**src/rtl/stack_unit.sv**
```systemverilog
`default_nettype none
// ============================================================================
// Module      : stack_unit
// Description : 8-entry LIFO for CALL/RET and PUSH/POP traffic. Provides a
//               combinational top-of-stack read, SC index for the stack
//               display decoder, EMPTY/FULL status and optional sticky
//               OVF/UNF error flags (enabled by defining STK_ERR_FLAGS_EN).
// Revision    : 1.0 - initial release
// ============================================================================
module stack_unit #(
  parameter int DATA_WIDTH = 8,
  parameter int DEPTH      = 8
) (
  input  logic                  CLK,
  input  logic                  RST,
  input  logic                  PUSH,
  input  logic                  POP,
  input  logic                  CLR,
  input  logic [DATA_WIDTH-1:0] DIN,
  output logic [DATA_WIDTH-1:0] DOUT,
  output logic [2:0]            SC,
  output logic                  EMPTY,
  output logic                  FULL,
  output logic                  OVF,
  output logic                  UNF
);

  typedef enum logic [1:0] {
    S_EMPTY = 2'd0,
    S_PART  = 2'd1,
    S_FULL  = 2'd2
  } state_t;

  localparam logic [3:0] C_FULL_COUNT = 4'(DEPTH);

  state_t                state_q, state_d;
  logic [3:0]            count_q, count_d;
  logic [DATA_WIDTH-1:0] mem_q [DEPTH];
  logic                  wr_en_d;
  logic [2:0]            wr_addr_d;
  logic [2:0]            tos_idx;

  // Status decode comes straight from the registered state.
  assign EMPTY   = (state_q == S_EMPTY);
  assign FULL    = (state_q == S_FULL);
  // Low three bits minus one: COUNT=8 maps to 7, so SC never wraps while full.
  assign tos_idx = count_q[2:0] - 3'd1;
  assign SC      = EMPTY ? 3'd0 : tos_idx;
  assign DOUT    = EMPTY ? '0 : mem_q[tos_idx];

  // Next-state logic: CLR beats PUSH/POP; simultaneous PUSH+POP rewrites TOS.
  always_comb begin
    count_d   = count_q;
    state_d   = state_q;
    wr_en_d   = 1'b0;
    wr_addr_d = count_q[2:0];
    if (CLR) begin
      count_d = 4'd0;
    end else begin
      unique case ({PUSH, POP})
        2'b10: begin
          if (state_q != S_FULL) begin
            wr_en_d = 1'b1;
            count_d = count_q + 4'd1;
          end
        end
        2'b01: begin
          if (state_q != S_EMPTY) begin
            count_d = count_q - 4'd1;
          end
        end
        2'b11: begin
          wr_en_d = 1'b1;
          if (state_q == S_EMPTY) begin
            wr_addr_d = 3'd0;
            count_d   = 4'd1;
          end else begin
            wr_addr_d = tos_idx;
          end
        end
        default: ;
      endcase
    end
    if (count_d == 4'd0) begin
      state_d = S_EMPTY;
    end else if (count_d == C_FULL_COUNT) begin
      state_d = S_FULL;
    end else begin
      state_d = S_PART;
    end
  end

  // Occupancy and state registers.
  always_ff @(posedge CLK) begin
    if (RST) begin
      count_q <= 4'd0;
      state_q <= S_EMPTY;
    end else begin
      count_q <= count_d;
      state_q <= state_d;
    end
  end

  // Entry storage is never cleared; a reset cycle blocks any write.
  always_ff @(posedge CLK) begin
    if (wr_en_d && !RST) begin
      mem_q[wr_addr_d] <= DIN;
    end
  end

`ifdef STK_ERR_FLAGS_EN
  logic ovf_q;
  logic unf_q;

  // Sticky error flags: set on an ignored push/pop, cleared by RST or CLR.
  always_ff @(posedge CLK) begin
    if (RST || CLR) begin
      ovf_q <= 1'b0;
      unf_q <= 1'b0;
    end else begin
      if (PUSH && !POP && (state_q == S_FULL)) begin
        ovf_q <= 1'b1;
      end
      if (POP && !PUSH && (state_q == S_EMPTY)) begin
        unf_q <= 1'b1;
      end
    end
  end

  assign OVF = ovf_q;
  assign UNF = unf_q;
`else
  assign OVF = 1'b0;
  assign UNF = 1'b0;
`endif

endmodule
`default_nettype wire
```
**config.mk**
```make
export PLATFORM = sky130hd
export DESIGN_NAME = stack_unit
export DESIGN_NICKNAME = d
export VERILOG_FILES = /design/src/rtl/stack_unit.sv
export SDC_FILE = /design/constraint.sdc
export NUM_CORES = 1
export LEC_CHECK = 0
export ABC_AREA = 1
export CORE_MARGIN = 2
export CORE_UTILIZATION = 50
export CTS_CLUSTER_SIZE = 14
export DETAILED_ROUTE_END_ITERATION = 8
export PLACE_DENSITY_LB_ADDON = 0.2
export RECOVER_POWER = 50
export SLEW_MARGIN = 20
export SYNTH_ARGS = -nofsm -noshare
export SYNTH_HDL_FRONTEND = slang
export SYNTH_SLANG_ARGS = --single-unit
```
**constraint.sdc**
```tcl
create_clock -name CLK -period 4.98 [get_ports CLK]
set_input_delay 1.494 -clock CLK [delete_from_list [all_inputs] [get_ports CLK]]
set_output_delay 1.494 -clock CLK [all_outputs]
set_load 0.1 [all_outputs]
```
==> reports/metrics.cfg <==
[cts]
numCtsBuffers = 9
post_cts_buffers = 0
tritoncts = yes
cts_resized = 0
clock_sinks = 70
hold_buffers = 0
clk_pin_slew_ns = 0.07
cts_max_level = 3
cts-root-buf = clkbuf_8
cts_max_path_buffers = 2
insertion_delay_ns = 0.34

[cells_and_area]
multi_input_area_um2 = 902.1
final_common_cell = edfxtp_1
nets = 338
regArea_um2 = 2042
instances_no_fill = 401
fillers = 482
antennaDiodeCount = 0
drive_gt1_frac = 0.1043
layout_common_cells = edfxtp_1 (64), nor2_1 (52), nand2_1 (49), o21ai_0 (37), nand3_1 (22)
areaGrowthSynthToFinish_pct = 17.45

[power_and_ir_drop]
p_leak_nw = 1.378
power_density_nw_per_um2 = 366.2
vdd_drop_max_mv = 0.2619
total_power_mw = 1.342

[worst_setup_path]
cp_data_arrival_time_ns = 2.75
regToRegStartpoint = count_q[1]
crit_type = flip-flop to output port
start_kind = flip-flop
crit_start = count_q[1]
max_stage_delay_ns = 0.57
worstPathRequired_ns = 3.49
path_max_fanout = 19
crit_path_cell_trace = inv_1 -> ha_1 -> inv_1 -> o21ai_0 -> o22ai_1 -> nand3_1 -> nand2_1 -> buf_12
end_kind = output port
cp_slowest_cell = ha_1
cp_common_cell = inv_1

[place]
place_congestion = 0.8424
port_buffers = 25
hpwl_mm = 4.264
dp.cells = 386

[floorplan]
die-area_um2 = 6887
die_w_um = 82.99
initial_core_util = 0.5207
placeableCoreArea_um2 = 5991
ios = 28
die_h_um = 82.99
rows = 28

[timing]
finalClockSkew_ns = 0.006446
rsz0062_at_grt = false
fmax_mhz = 235.4
slew_viol_final = 0
finalHoldViolCount = 0
worstMarginPinSlew_ns = 1.140
setup_tns_ns = 0
fin_crit_ns = 4.248
finalCritPeriodShare = 0.8530
whs_ns = 0.6489
setup_viol = 0
relSlewSlack = 0.2374

[detailed_routing]
wl_per_cell_um = 16.39
drtIter0Drc = 127
viasPerCell = 5.511
drt-total-wl_mm = 6.571
vias = 2210
drc = 0
firstDrtPassIters = 4
ant_nets = 0

[grt]
gr-total-overflow = 0
antenna_found_initial = 0
track_usage = 0.1974
grt_max_degree = 37
grt_pass1_wl_mm = 10.36
grt_pass1_vias = 2028

[yosys]
synth_seq_cells = 70
synth-seq-area-share = 0.6546
syn_area_um2 = 3119
synth_cells = 297
syn_area_per_cell_um2 = 10.50
synth.distinct_cells = 24
yosysWarnings = 0

[hold_path]
hold_path.startpoint = count_q[3]
holdCritPathClass = flip-flop to flip-flop

[outcome]
status = finished clean

[flow_run]
cap_violations = 0

-- cells in the mapped netlist (all sizes together) --
| library cell | n | area (µm²) |
|---|---|---|
| o22ai | 16 | 100.1 |
| a21oi | 8 | 40.04 |
| or2 | 1 | 6.260 |
| conb | 1 | 3.750 |
| o21ai | 38 | 193.9 |
| nand2 | 50 | 195.2 |
| clkbuf | 6 | 22.52 |
| nor2 | 52 | 219.0 |
| a211oi | 1 | 7.510 |
| clkinv | 1 | 3.750 |
| ha | 3 | 37.54 |
| inv | 19 | 71.32 |
| edfxtp | 64 | 1922 |
| and2 | 1 | 8.760 |
| buf | 8 | 57.55 |
| dfxtp | 6 | 120.1 |
| nand3 | 22 | 110.1 |
-- logic make-up (layout without fill, tap and decap cells) --
kind of cell	count (synthesis)	count (layout)	synth area share
AOI/OAI and AO/OA	63	63	0.1095
adders and majority gates	3	3	0.01203
buffers and inverters	34	62	0.04974
DFF	70	70	0.6546
other	1	2	0.001202
and+or+nand+nor	126	126	0.1729
-- power by group --
part	switching, mW	total, mW	leakage, nW	internal (mW)
Sequential	0.00282	0.650	0.626	0.647
Combinational	0.182	0.256	0.661	0.0746
Clock	0.208	0.436	0.0911	0.227
Total	0.393	1.34	1.38	0.949
-- worst max-delay path, delay by kind of cell (launching register included) --
family / cells / cell delay [ns]
AND/OR/NAND/NOR: 2 / 0.24
buffers and inverters: 3 / 0.85
adder cells (fa/ha/maj): 1 / 0.57
flip-flops: 1 / 0.37
AO/OA/AOI/OAI: 2 / 0.38
-- metrics by stage --
| step | setup WS (ns) | utilization | cell area, µm² |
|---|---|---|---|
| after floorplan | 0.9420 | - | 3123 |
| after global placement | 1.117 | 0.5842 | 3500 |
| after detailed placement | 1.108 | 0.5842 | 3500 |
| after CTS | 0.7235 | 0.6155 | 3687 |
| after global routing | 0.5193 | 0.6115 | 3664 |
| final | 0.7321 | 0.6115 | 3664 |
-- registers in the layout (all words and copies together) (netlist names) --
| signal | count |
|---|---|
| state_q | 2 |
| mem_q | 64 |
| count_q | 4 |
-- layer usage --
metal,track usage,vias up,part of all wire
met4,0.08346,0,0.019
met5,0,-,0
met1,0.2535,1037,0.44
met2,0.3138,76,0.49
li1,-,1083,-
met3,0.05765,14,0.052
-- final timing paths --
check / end / slack [ns] / depth (start not counted)
setup / recovery: DOUT[4] / 0.73 / 8
hold / removal: count_q[3] / 0.65 / 4
setup reg to reg: mem_q[7][5] / 1.80 / 10
hold reg to reg: count_q[3] / 0.65 / 4
-- area by class of cell --
cell class	count	area share
Clock buffer	9	0.03381
Clock inverter	6	0.01742
Timing Repair Buffer	27	0.09904
Sequential cell	70	0.5574
Tap cell	75	0.02561
Inverter	20	0.02049
Multi-Input combinational cell	194	0.2462
Power figures use the tool's default switching activity.
